$ cat src/rtl/mult_div_unit.sv
// Iterative multiply/divide unit with HI/LO result registers.
// Handles signed and unsigned multiply and divide. Each operation takes WIDTH iterations,
// followed by one sign-fix cycle.
//
// Parameters:
//   WIDTH - operand width and HI/LO width (even, >= 4)
//   CNT_W - iteration counter width (2**CNT_W > WIDTH)
//
// Ports:
//   clk   - clock; all state changes on the rising edge
//   reset - synchronous, active-high reset
//   start - request a new operation; sampled only when idle
//   op    - operation: 00 MULT, 01 MULTU, 10 DIV, 11 DIVU
//   a, b  - operands (multiplicand/multiplier or dividend/divisor)
//   busy  - high while an accepted operation is in progress
//   done  - one-cycle pulse when hi/lo hold a new result
//   div0  - one-cycle pulse on divide by zero; hi/lo are left unchanged
//   hi    - high product word or remainder
//   lo    - low product word or quotient
module mult_div_unit #(
  parameter int unsigned WIDTH = 32,
  parameter int unsigned CNT_W = 6
) (
  input  logic             clk,
  input  logic             reset,
  input  logic             start,
  input  logic [1:0]       op,
  input  logic [WIDTH-1:0] a,
  input  logic [WIDTH-1:0] b,
  output logic             busy,
  output logic             done,
  output logic             div0,
  output logic [WIDTH-1:0] hi,
  output logic [WIDTH-1:0] lo
);

  typedef enum logic [2:0] {StIdle, StMulRun, StDivRun, StFix, StZero} state_e;

  localparam logic [CNT_W-1:0] LastIter = CNT_W'(WIDTH - 1);

  state_e               state_q, state_d;
  logic [CNT_W-1:0]     cnt_q, cnt_d;
  // Multiply: {partial product, remaining multiplier bits}. Divide: {remainder, dividend/quotient}.
  logic [2*WIDTH-1:0]   acc_q, acc_d;
  // Magnitude of the multiplicand or of the divisor.
  logic [WIDTH-1:0]     opb_q, opb_d;
  logic                 is_div_q, is_div_d;
  logic                 neg_lo_q, neg_lo_d;  // negate product, or negate quotient
  logic                 neg_hi_q, neg_hi_d;  // negate remainder (divide only)
  logic                 busy_q, busy_d;
  logic                 done_q, done_d;
  logic                 div0_q, div0_d;
  logic [WIDTH-1:0]     hi_q, hi_d;
  logic [WIDTH-1:0]     lo_q, lo_d;

  // Operand magnitudes and signs at acceptance.
  logic                 op_signed, sign_a, sign_b;
  logic [WIDTH-1:0]     a_mag, b_mag;

  assign op_signed = ~op[0];
  assign sign_a    = op_signed & a[WIDTH-1];
  assign sign_b    = op_signed & b[WIDTH-1];
  assign a_mag     = sign_a ? (-a) : a;
  assign b_mag     = sign_b ? (-b) : b;

  // Shift-add step: add the multiplicand to the upper half when the current multiplier bit is
  // set. The carry is kept in the extra bit, then everything shifts right by one.
  logic [WIDTH:0]       mul_sum;
  assign mul_sum = {1'b0, acc_q[2*WIDTH-1:WIDTH]} +
                   (acc_q[0] ? {1'b0, opb_q} : {(WIDTH+1){1'b0}});

  // Restoring step: shift in the next dividend bit, then subtract if the divisor fits.
  // When it fits, the difference is below the divisor and so fits in WIDTH bits.
  logic [WIDTH:0]       div_shift;
  logic                 div_ge;
  logic [WIDTH-1:0]     div_rem;
  assign div_shift = {acc_q[2*WIDTH-1:WIDTH], acc_q[WIDTH-1]};
  assign div_ge    = div_shift >= {1'b0, opb_q};
  assign div_rem   = div_shift[WIDTH-1:0] - opb_q;

  logic [2*WIDTH-1:0]   prod_fix;
  assign prod_fix = neg_lo_q ? (-acc_q) : acc_q;

  always_comb begin
    state_d  = state_q;
    cnt_d    = cnt_q;
    acc_d    = acc_q;
    opb_d    = opb_q;
    is_div_d = is_div_q;
    neg_lo_d = neg_lo_q;
    neg_hi_d = neg_hi_q;
    busy_d   = busy_q;
    done_d   = 1'b0;
    div0_d   = 1'b0;
    hi_d     = hi_q;
    lo_d     = lo_q;

    case (state_q)
      StIdle: begin
        if (start) begin
          busy_d   = 1'b1;
          cnt_d    = '0;
          is_div_d = op[1];
          neg_lo_d = sign_a ^ sign_b;
          neg_hi_d = sign_a;
          if (op[1]) begin
            opb_d = b_mag;
            acc_d = {{WIDTH{1'b0}}, a_mag};
            state_d = (b == '0) ? StZero : StDivRun;
          end else begin
            opb_d   = a_mag;
            acc_d   = {{WIDTH{1'b0}}, b_mag};
            state_d = StMulRun;
          end
        end
      end

      StMulRun: begin
        acc_d = {mul_sum, acc_q[WIDTH-1:1]};
        cnt_d = cnt_q + CNT_W'(1);
        if (cnt_q == LastIter) begin
          cnt_d   = '0;
          state_d = StFix;
        end
      end

      StDivRun: begin
        acc_d = {(div_ge ? div_rem : div_shift[WIDTH-1:0]), acc_q[WIDTH-2:0], div_ge};
        cnt_d = cnt_q + CNT_W'(1);
        if (cnt_q == LastIter) begin
          cnt_d   = '0;
          state_d = StFix;
        end
      end

      StFix: begin
        if (is_div_q) begin
          lo_d = neg_lo_q ? (-acc_q[WIDTH-1:0]) : acc_q[WIDTH-1:0];
          hi_d = neg_hi_q ? (-acc_q[2*WIDTH-1:WIDTH]) : acc_q[2*WIDTH-1:WIDTH];
        end else begin
          lo_d = prod_fix[WIDTH-1:0];
          hi_d = prod_fix[2*WIDTH-1:WIDTH];
        end
        done_d  = 1'b1;
        busy_d  = 1'b0;
        state_d = StIdle;
      end

      StZero: begin
        div0_d  = 1'b1;
        busy_d  = 1'b0;
        state_d = StIdle;
      end

      default: begin
        busy_d  = 1'b0;
        state_d = StIdle;
      end
    endcase
  end

  always_ff @(posedge clk) begin
    if (reset) begin
      state_q  <= StIdle;
      cnt_q    <= '0;
      acc_q    <= '0;
      opb_q    <= '0;
      is_div_q <= 1'b0;
      neg_lo_q <= 1'b0;
      neg_hi_q <= 1'b0;
      busy_q   <= 1'b0;
      done_q   <= 1'b0;
      div0_q   <= 1'b0;
      hi_q     <= '0;
      lo_q     <= '0;
    end else begin
      state_q  <= state_d;
      cnt_q    <= cnt_d;
      acc_q    <= acc_d;
      opb_q    <= opb_d;
      is_div_q <= is_div_d;
      neg_lo_q <= neg_lo_d;
      neg_hi_q <= neg_hi_d;
      busy_q   <= busy_d;
      done_q   <= done_d;
      div0_q   <= div0_d;
      hi_q     <= hi_d;
      lo_q     <= lo_d;
    end
  end

  assign busy = busy_q;
  assign done = done_q;
  assign div0 = div0_q;
  assign hi   = hi_q;
  assign lo   = lo_q;

endmodule
$ cat config.mk
export PLATFORM = sky130hd
export DESIGN_NAME = mult_div_unit
export DESIGN_NICKNAME = d
export VERILOG_FILES = /design/src/rtl/mult_div_unit.sv
export SDC_FILE = /design/constraint.sdc
export NUM_CORES = 1
export LEC_CHECK = 0
export ABC_CLOCK_PERIOD_IN_PS = 4100
export BUFFER_PORTS_ARGS = -buffer_cell sky130_fd_sc_hd__buf_2
export CAP_MARGIN = 40
export CORE_MARGIN = 2
export CORE_UTILIZATION = 50
export DETAILED_ROUTE_END_ITERATION = 10
export PLACE_DENSITY = 0.75
export SKIP_LAST_GASP = 1
export SYNTH_ARGS = -nofsm -noshare
export SYNTH_HDL_FRONTEND = slang
export SYNTH_SLANG_ARGS = --single-unit
$ cat constraint.sdc
create_clock -name clk -period 4.1 [get_ports clk]
set_input_delay 0.82 -clock clk [delete_from_list [all_inputs] [get_ports clk]]
set_output_delay 0.82 -clock clk [all_outputs]
set_load 0.02 [all_outputs]
==> flow_metrics.py, run 1 <==
metrics = {
    "status": {
        "outcome": "complete, no violations",
    },
    "setup_path": {
        "worstSetupStartpointType": "flop",
        "critPathTopFamily": "compound AO/OA/AOI/OAI gates",
        "critical_path_required_ns": 4.45,
        "arrival_ns": 3.97,
        "critPathSlowestCell": "a2111oi_0",
        "cp-end-kind": "flop",
        "path_common_cell": "buf_4",
        "path_cells": "inv_1, buf_4, nor2_1, ha_1, a2111oi_0, o21ai_0, o21a_1, a21o_1, a21oi_1, a311oi_1, buf_4, a21oi_1, buf_4, nand2_1, o21a_1",
        "crit_type": "flop to flop",
        "slowest_delay_ns": 0.43,
        "path_buf_inv": 4,
        "cp_max_fo": 18,
    },
    "hold_path": {
        "holdCritPathClass": "flop to flop",
    },
    "timing": {
        "post-route-period-util_pct": 88.4,
        "fin_ws_ns": 0.474,
        "slew_viol_final": 0,
        "worst_pin_slew_ns": 0.905,
        "fmax_ghz": 0.276,
        "finalCriticalPeriod_ns": 3.63,
        "rsz0062_at_grt": "false",
        "timing.clock.skew_ns": 0.0160,
        "setup_tns_ns": 0,
        "setup_viol": 0,
        "slew_headroom_pct": 39.1,
        "finalHoldViolCount": 0,
    },
    "clock_network": {
        "cts_buffers": 17,
        "cts_buffer_depth": 2,
        "hold_buffers": 0,
        "h-tree-depth": 4,
        "cts-root-buf": "clkbuf_16",
        "clock-sinks": 175,
        "post_cts_resized": 0,
        "insertion_delay_ns": 0.45,
        "clkTransAtPathRegs_ns": 0.07,
        "cts_setup_buffers": 0,
        "cts_tree": "built",
    },
    "yosys": {
        "synth_ff_type": "dfxtp_1",
        "synth_warnings": 0,
        "synth.cell_area_um2": 14100,
        "syn-num-nets": 2071,
        "synthCells": 1931,
        "synthTopCellsByArea": "dfxtp_1, nor2_1, ha_1, a21oi_1, xnor2_1",
        "synth_edf_count": 0,
        "synth_cell_types": 73,
        "synth-seq-area-share_pct": 24.8,
        "yosysTopAreaCell": "dfxtp_1",
        "synth_seq_cells": 175,
        "syn_avg_cell_area_um2": 7.33,
        "netlist.area_leader.share_pct": 24.8,
        "synth_async_sr_flop_share_pct": 0,
    },
    "global_routing": {
        "grt_max_degree": 138,
        "antenna_found_initial": 1,
        "grtUsageTotal_pct": 31.5,
        "grt_pass1_vias": 13629,
        "grt_overflow": 0,
        "grt_pass1_wl_um": 73300,
    },
    "finish": {
        "layout-drive-gt1-share_pct": 12.1,
        "syn_to_final_growth_pct": 12.1,
        "layout.nets": 2150,
        "num_antenna_cells": 0,
    },
    "power_and_ir_drop": {
        "p_leak_nw": 6.57,
        "cellPowerDensity_nw_per_um2": 754,
        "ir_drop_v": 0.000469,
    },
    "routing": {
        "route.detailed.wl_per_inst_um": 19.8,
        "ant_nets": 0,
        "drcViolationCount": 0,
        "dr.pass1.iters": 6,
        "viasPerCell": 6.35,
        "drt_iter0_markers": 1839,
        "finalWirelength_um": 47500,
        "via_count": 15229,
    },
    "floorplan": {
        "die_area_um2": 29700,
        "core_area_um2": 27900,
        "num_io_pins": 136,
        "initial_core_util_pct": 50.8,
        "dieWidth_um": 172,
        "dieHeight_um": 172,
        "rows": 61,
    },
    "placed_design": {
        "hpwl_um": 36200,
        "dp_slack_ns": 0.592,
        "gp_congestion": 0.986,
        "port_buffers": 135,
    },
    "run": {
        "max_cap_viol_count": 0,
    },
}
==> cell families (layout without fill, tap and decap cells) <==
| family | after synthesis | after routing | share of synthesized area (%) |
|---|---|---|---|
| xor gates and xnor gates | 163 | 163 | 10.1 |
| and+or+nand+nor | 653 | 653 | 21.4 |
| AOI/OAI and AO/OA | 629 | 629 | 29.2 |
| muxes | 38 | 38 | 2.74 |
| buffers and inverters | 202 | 293 | 5.39 |
| adders and majority gates | 71 | 71 | 6.39 |
| DFF | 175 | 175 | 24.8 |
==> cells in the mapped netlist, types with 6 or more instances <==
cell / instances
a31oi_1: 23
or4_1: 12
a221oi_1: 26
nor2_1: 242
a21oi_1: 170
o211ai_1: 30
o31ai_1: 22
clkbuf_1: 119
nor4_1: 18
a211oi_1: 82
o21a_1: 6
and3_1: 13
o21bai_1: 8
dfxtp_1: 175
nand3_1: 32
buf_1: 10
a221o_1: 13
o41ai_1: 11
nand2b_1: 16
and4_1: 8
nand4_1: 19
o22ai_1: 26
o21ai_0: 104
nor3_1: 51
mux2_2: 6
ha_1: 69
mux2i_1: 32
a21o_1: 41
and2_1: 13
xnor2_1: 86
xor2_1: 77
a41oi_1: 8
nor2b_1: 12
nand2_1: 174
inv_1: 69
a22oi_1: 20
or3_1: 21
==> worst reg2reg max path: stages, from the launching register on <==
cell and delay, ns:
dfxtp_1 0.36, inv_1 0.32, buf_4 0.34, nor2_1 0.08, ha_1 0.35, a2111oi_0 0.43
o21ai_0 0.18, o21a_1 0.15, a21o_1 0.18, a21oi_1 0.20, a311oi_1 0.12, buf_4 0.17
a21oi_1 0.26, buf_4 0.17, nand2_1 0.04, o21a_1 0.17
==> registers in the layout, indices dropped and copies added (netlist names) <==
name      flops
hi           32
cnt_q         6
state_q       3
opb_q        32
neg_hi_q      1
busy          1
lo           32
done          1
neg_lo_q      1
is_div_q      1
div0          1
acc_q        64
==> where the power goes <==
part	leakage, nW	switching [mW]	internal, mW
Clock	0.272	0.797	0.820
Sequential	1.43	0.635	2.10
Combinational	4.87	4.73	2.88
==> area by class of cell <==
| cell class | instances | area (um2) |
|---|---|---|
| Fill cell | 2669 | 12000 |
| Multi-Input combinational cell | 1554 | 9900 |
| Sequential cell | 175 | 3500 |
| Timing Repair Buffer | 192 | 1160 |
| Tap cell | 378 | 473 |
| Clock buffer | 19 | 443 |
| Inverter | 70 | 263 |
| Clock inverter | 12 | 118 |
==> placed cells by master, fill, tap and decap left out, drive strengths merged, types with 20 or more instances in the layout <==
| master | instances |
|---|---|
| nand2 | 174 |
| o21ai | 105 |
| buf | 192 |
| dfxtp | 175 |
| a21o | 41 |
| a31oi | 23 |
| nor2 | 242 |
| a211oi | 83 |
| a221oi | 26 |
| inv | 79 |
| xor2 | 77 |
| xnor2 | 86 |
| mux2i | 32 |
| ha | 69 |
| or3 | 21 |
| o211ai | 30 |
| nand3 | 32 |
| nor3 | 51 |
| a22oi | 20 |
| o22ai | 26 |
| o31ai | 22 |
| a21oi | 170 |
==> layer usage <==
layer  routed length [um]  global-route usage (%)  vias up
met2                20200                    47.0      822
met3                 4650                    5.38      136
met4                 2210                    15.1        0
met1                20400                    44.0     7041
met5                    0                       0        -
li1                     -                       -     7230
==> stage by stage <==
step | total power, mW | utilization [%] | std cells | hold slack, ns | cell area, um2
floorplan | 7.87 | - | 1931 | 0.432 | 14100
global route | 12.7 | 56.9 | 2400 | 0.464 | 15900
detailed placement | 10.1 | 54.9 | 2369 | 0.441 | 15300
CTS | 11.7 | 56.9 | 2400 | 0.450 | 15900
finish | 12.0 | 56.9 | 2400 | 0.446 | 15900
global placement | 10.0 | 54.7 | 2366 | 0.439 | 15200
==> path summary, 6_finish.rpt <==
| kind | startpoint | end | slack, ns | cells after the start |
|---|---|---|---|---|
| hold reg to reg | hi[28]$_SDFFE_PP0P_ | hi[28]$_SDFFE_PP0P_ | 0.45 | 2 |
| setup reg to reg | acc_q[0]$_SDFFE_PP0P_ | acc_q[63]$_SDFFE_PP0P_ | 0.47 | 15 |
| setup / recovery | acc_q[0]$_SDFFE_PP0P_ | acc_q[63]$_SDFFE_PP0P_ | 0.47 | 15 |
| hold / removal | hi[28]$_SDFFE_PP0P_ | hi[28]$_SDFFE_PP0P_ | 0.45 | 2 |
No activity file was read; power rests on OpenSTA's default activity.
==> run 2, diff against run 1 <==
Settings changed: ABC_AREA set to 1, PLACE_DENSITY 0.75 to 0.74.
==> run 2 against run 1 <==
  * Non-clock buffer count fell by 15
  * Cell count rose by 53%
  * Die area rose by 23%
  * Total power rose by 40%
  * Clock skew barely moved
  * Combinational power rose by 58%
  * Sequential cell count did not move
  * Register-to-register slack improved by 0.56 ns
  * Synthesized cell count rose by 62%
  * First-iteration DRC count rose by 60%
  * Clock-buffer cell count fell by 1
  * Largest cell class unchanged
==> flow_metrics.py, run 2 <==
metrics = {
    "yosys": {
        "synth_most_common_cell": "nand2_1",
        "synth_edf_count": 0,
        "syn_avg_cell_area_um2": 5.60,
        "netlist.area_leader.share_pct": 20.0,
        "yosysTopAreaCell": "dfxtp_1",
        "ys_top_cells_by_count": "nand2_1, inv_1, nor2_1, nand3_1, o21ai_0",
        "synth_warnings": 0,
        "synthCells": 3121,
        "syn-num-nets": 3261,
        "synth_async_sr_flop_share_pct": 0,
        "synth_cell_types": 50,
        "synth.cell_area_um2": 17500,
        "synth_seq_cells": 175,
        "synth-seq-area-share_pct": 20.0,
        "synth_ff_type": "dfxtp_1",
        "synthTopCellsByArea": "dfxtp_1, nand2_1, inv_1, nor2_1, nand3_1",
    },
    "routing": {
        "via_count": 21490,
        "viasPerCell": 5.87,
        "drcViolationCount": 0,
        "drt_iter0_markers": 2948,
        "dr.pass1.iters": 9,
        "finalWirelength_um": 75400,
        "route.detailed.wl_per_inst_um": 20.6,
        "ant_nets": 0,
    },
    "clock_network": {
        "hold_buffers": 0,
        "cts_buffer_depth": 2,
        "cts-root-buf": "clkbuf_16",
        "clock-sinks": 175,
        "insertion_delay_ns": 0.47,
        "cts_tree": "built",
        "post_cts_resized": 0,
        "cts_setup_buffers": 0,
        "h-tree-depth": 4,
        "clkTransAtPathRegs_ns": 0.09,
        "cts_buffers": 17,
    },
    "hold_path": {
        "holdCritPathClass": "flop to flop",
        "min_path_cells": 2,
        "hold-path-endpoint": "busy$_SDFFE_PP0P_",
        "hold_start": "busy$_SDFFE_PP0P_",
    },
    "setup_path": {
        "critPathSlowestCell": "nand2_1",
        "worstSetupStartpointType": "flop",
        "critical_path_required_ns": 4.50,
        "cp_max_fo": 47,
        "path_cells": "nor2_1, nand2_1, nand2_2, nor2_4, inv_2, buf_12, o21ai_0, inv_1, a21oi_1",
        "path_buf_inv": 3,
        "r2r_start": "state_q[2]$_SDFFE_PP0P_",
        "critPathTopFamily": "simple AND/OR/NAND/NOR gates",
        "worstReg2RegEnd": "acc_q[35]$_SDFFE_PP0P_",
        "r2r_setup_slack_ns": 1.04,
        "slowest_delay_ns": 0.64,
        "r2r_cells": 9,
        "crit_type": "flop to flop",
        "arrival_ns": 3.47,
        "cp-end-kind": "flop",
    },
    "floorplan": {
        "core_area_um2": 34500,
        "die_area_um2": 36500,
        "dieWidth_um": 191,
        "dieHeight_um": 191,
        "num_io_pins": 136,
        "rows": 68,
        "initial_core_util_pct": 50.7,
    },
    "finish": {
        "fillers": 3614,
        "syn_to_final_growth_pct": 9.82,
        "layout_common_cells": "nand2_1, inv_1, nor2_1, nand3_1, o21ai_0",
        "layout.nets": 3335,
        "final_core_util_pct": 55.7,
        "regMostFlops": "acc_q",
        "layout-drive-gt1-share_pct": 8.39,
        "final_common_cell": "nand2_1",
        "largest_register_ffs": 64,
        "num_antenna_cells": 0,
    },
    "timing": {
        "setup_viol": 0,
        "slew_viol_final": 0,
        "rsz0062_at_grt": "false",
        "finalHoldViolCount": 0,
        "post-route-period-util_pct": 74.7,
        "slew_headroom_pct": 41.9,
        "finalCriticalPeriod_ns": 3.06,
        "fmax_ghz": 0.327,
        "worst_pin_slew_ns": 0.869,
        "timing.clock.skew_ns": 0.0156,
        "setup_tns_ns": 0,
    },
    "global_routing": {
        "antenna_found_initial": 0,
        "grt_overflow": 0,
        "grt_pass1_vias": 19711,
        "grtUsageTotal_pct": 41.1,
        "grt_max_degree": 66,
        "grt_pass1_wl_um": 114000,
    },
    "placed_design": {
        "port_buffers": 135,
        "gp_congestion": 1.14,
        "hpwl_um": 60000,
    },
    "run": {
        "max_cap_viol_count": 0,
    },
    "power_and_ir_drop": {
        "ir_drop_v": 0.000507,
        "cellPowerDensity_nw_per_um2": 873,
        "p_total_mw": 16.8,
        "p_leak_nw": 10.0,
    },
    "status": {
        "outcome": "complete, no violations",
    },
}
run 2: worst reg2reg max path: cells and delay by family (launching register included):
kind                   cells  cell delay [ns]
AND/OR/NAND/NOR            4             1.55
AO/OA/AOI/OAI              2             0.27
flip-flops                 1             0.42
buffers and inverters      3             0.75
run 2: how the worst max path moves through the flow:
| stage | start | to | slack [ns] | cells past startpoint |
|---|---|---|---|---|
| 2_1_floorplan | acc_q[0]$_SDFFE_PP0P_ | acc_q[61]$_SDFFE_PP0P_ | 1.61 | 21 |
| 3_3_place_gp | op[0] | acc_q[6]$_SDFFE_PP0P_ | 0.98 | 10 |
| 3_5_place_dp | op[0] | acc_q[6]$_SDFFE_PP0P_ | 0.98 | 10 |
| 4_1_cts | acc_q[0]$_SDFFE_PP0P_ | acc_q[59]$_SDFFE_PP0P_ | 1.13 | 14 |
| 5_1_grt | acc_q[0]$_SDFFE_PP0P_ | acc_q[62]$_SDFFE_PP0P_ | 0.81 | 15 |
| 6_report | state_q[2]$_SDFFE_PP0P_ | acc_q[35]$_SDFFE_PP0P_ | 1.04 | 9 |
run 2: power breakdown:
part           internal (mW)  leakage, nW  switching, mW  total (mW)
Combinational           3.53         8.28           8.43        12.0
Clock                  0.850        0.300          0.914        1.76
Sequential              2.16         1.43          0.868        3.03
run 2: cell type report:
type | instances | area (um2) | area share, %
Multi-Input combinational cell | 2350 | 11700 | 60.9
Sequential cell | 175 | 3500 | 18.3
Inverter | 474 | 1780 | 9.28
Timing Repair Buffer | 177 | 1040 | 5.40
Tap cell | 455 | 569 | 2.97
Clock buffer | 18 | 439 | 2.29
Clock inverter | 14 | 178 | 0.926
run 2: logic make-up after synthesis:
kind of cell | synth area share [%]
buf+inv | 13.1
flops | 20.0
xor+xnor | 4.36
fa+ha+maj | 5.17
simple gates | 38.7
compound gates | 18.5
run 2: through the flow:
stage	instance area (um2)	hold slack (ns)	cells	setup slack, ns
after floorplan	17500	0.435	3121	1.61
after global placement	18500	0.448	3629	0.985
after detailed placement	18600	0.455	3631	0.976
after CTS	19200	0.468	3663	1.13
after global routing	19200	0.497	3663	0.811
final	19200	0.463	3663	1.04
run 2: routing by layer:
layer | track usage (%) | vias to the layer above | share of wire, %
met5 | 0 | - | 0
met4 | 25.5 | 0 | 7.4
met3 | 8.30 | 275 | 11
met2 | 63.0 | 1349 | 42
met1 | 52.9 | 9663 | 39
li1 | - | 10203 | -
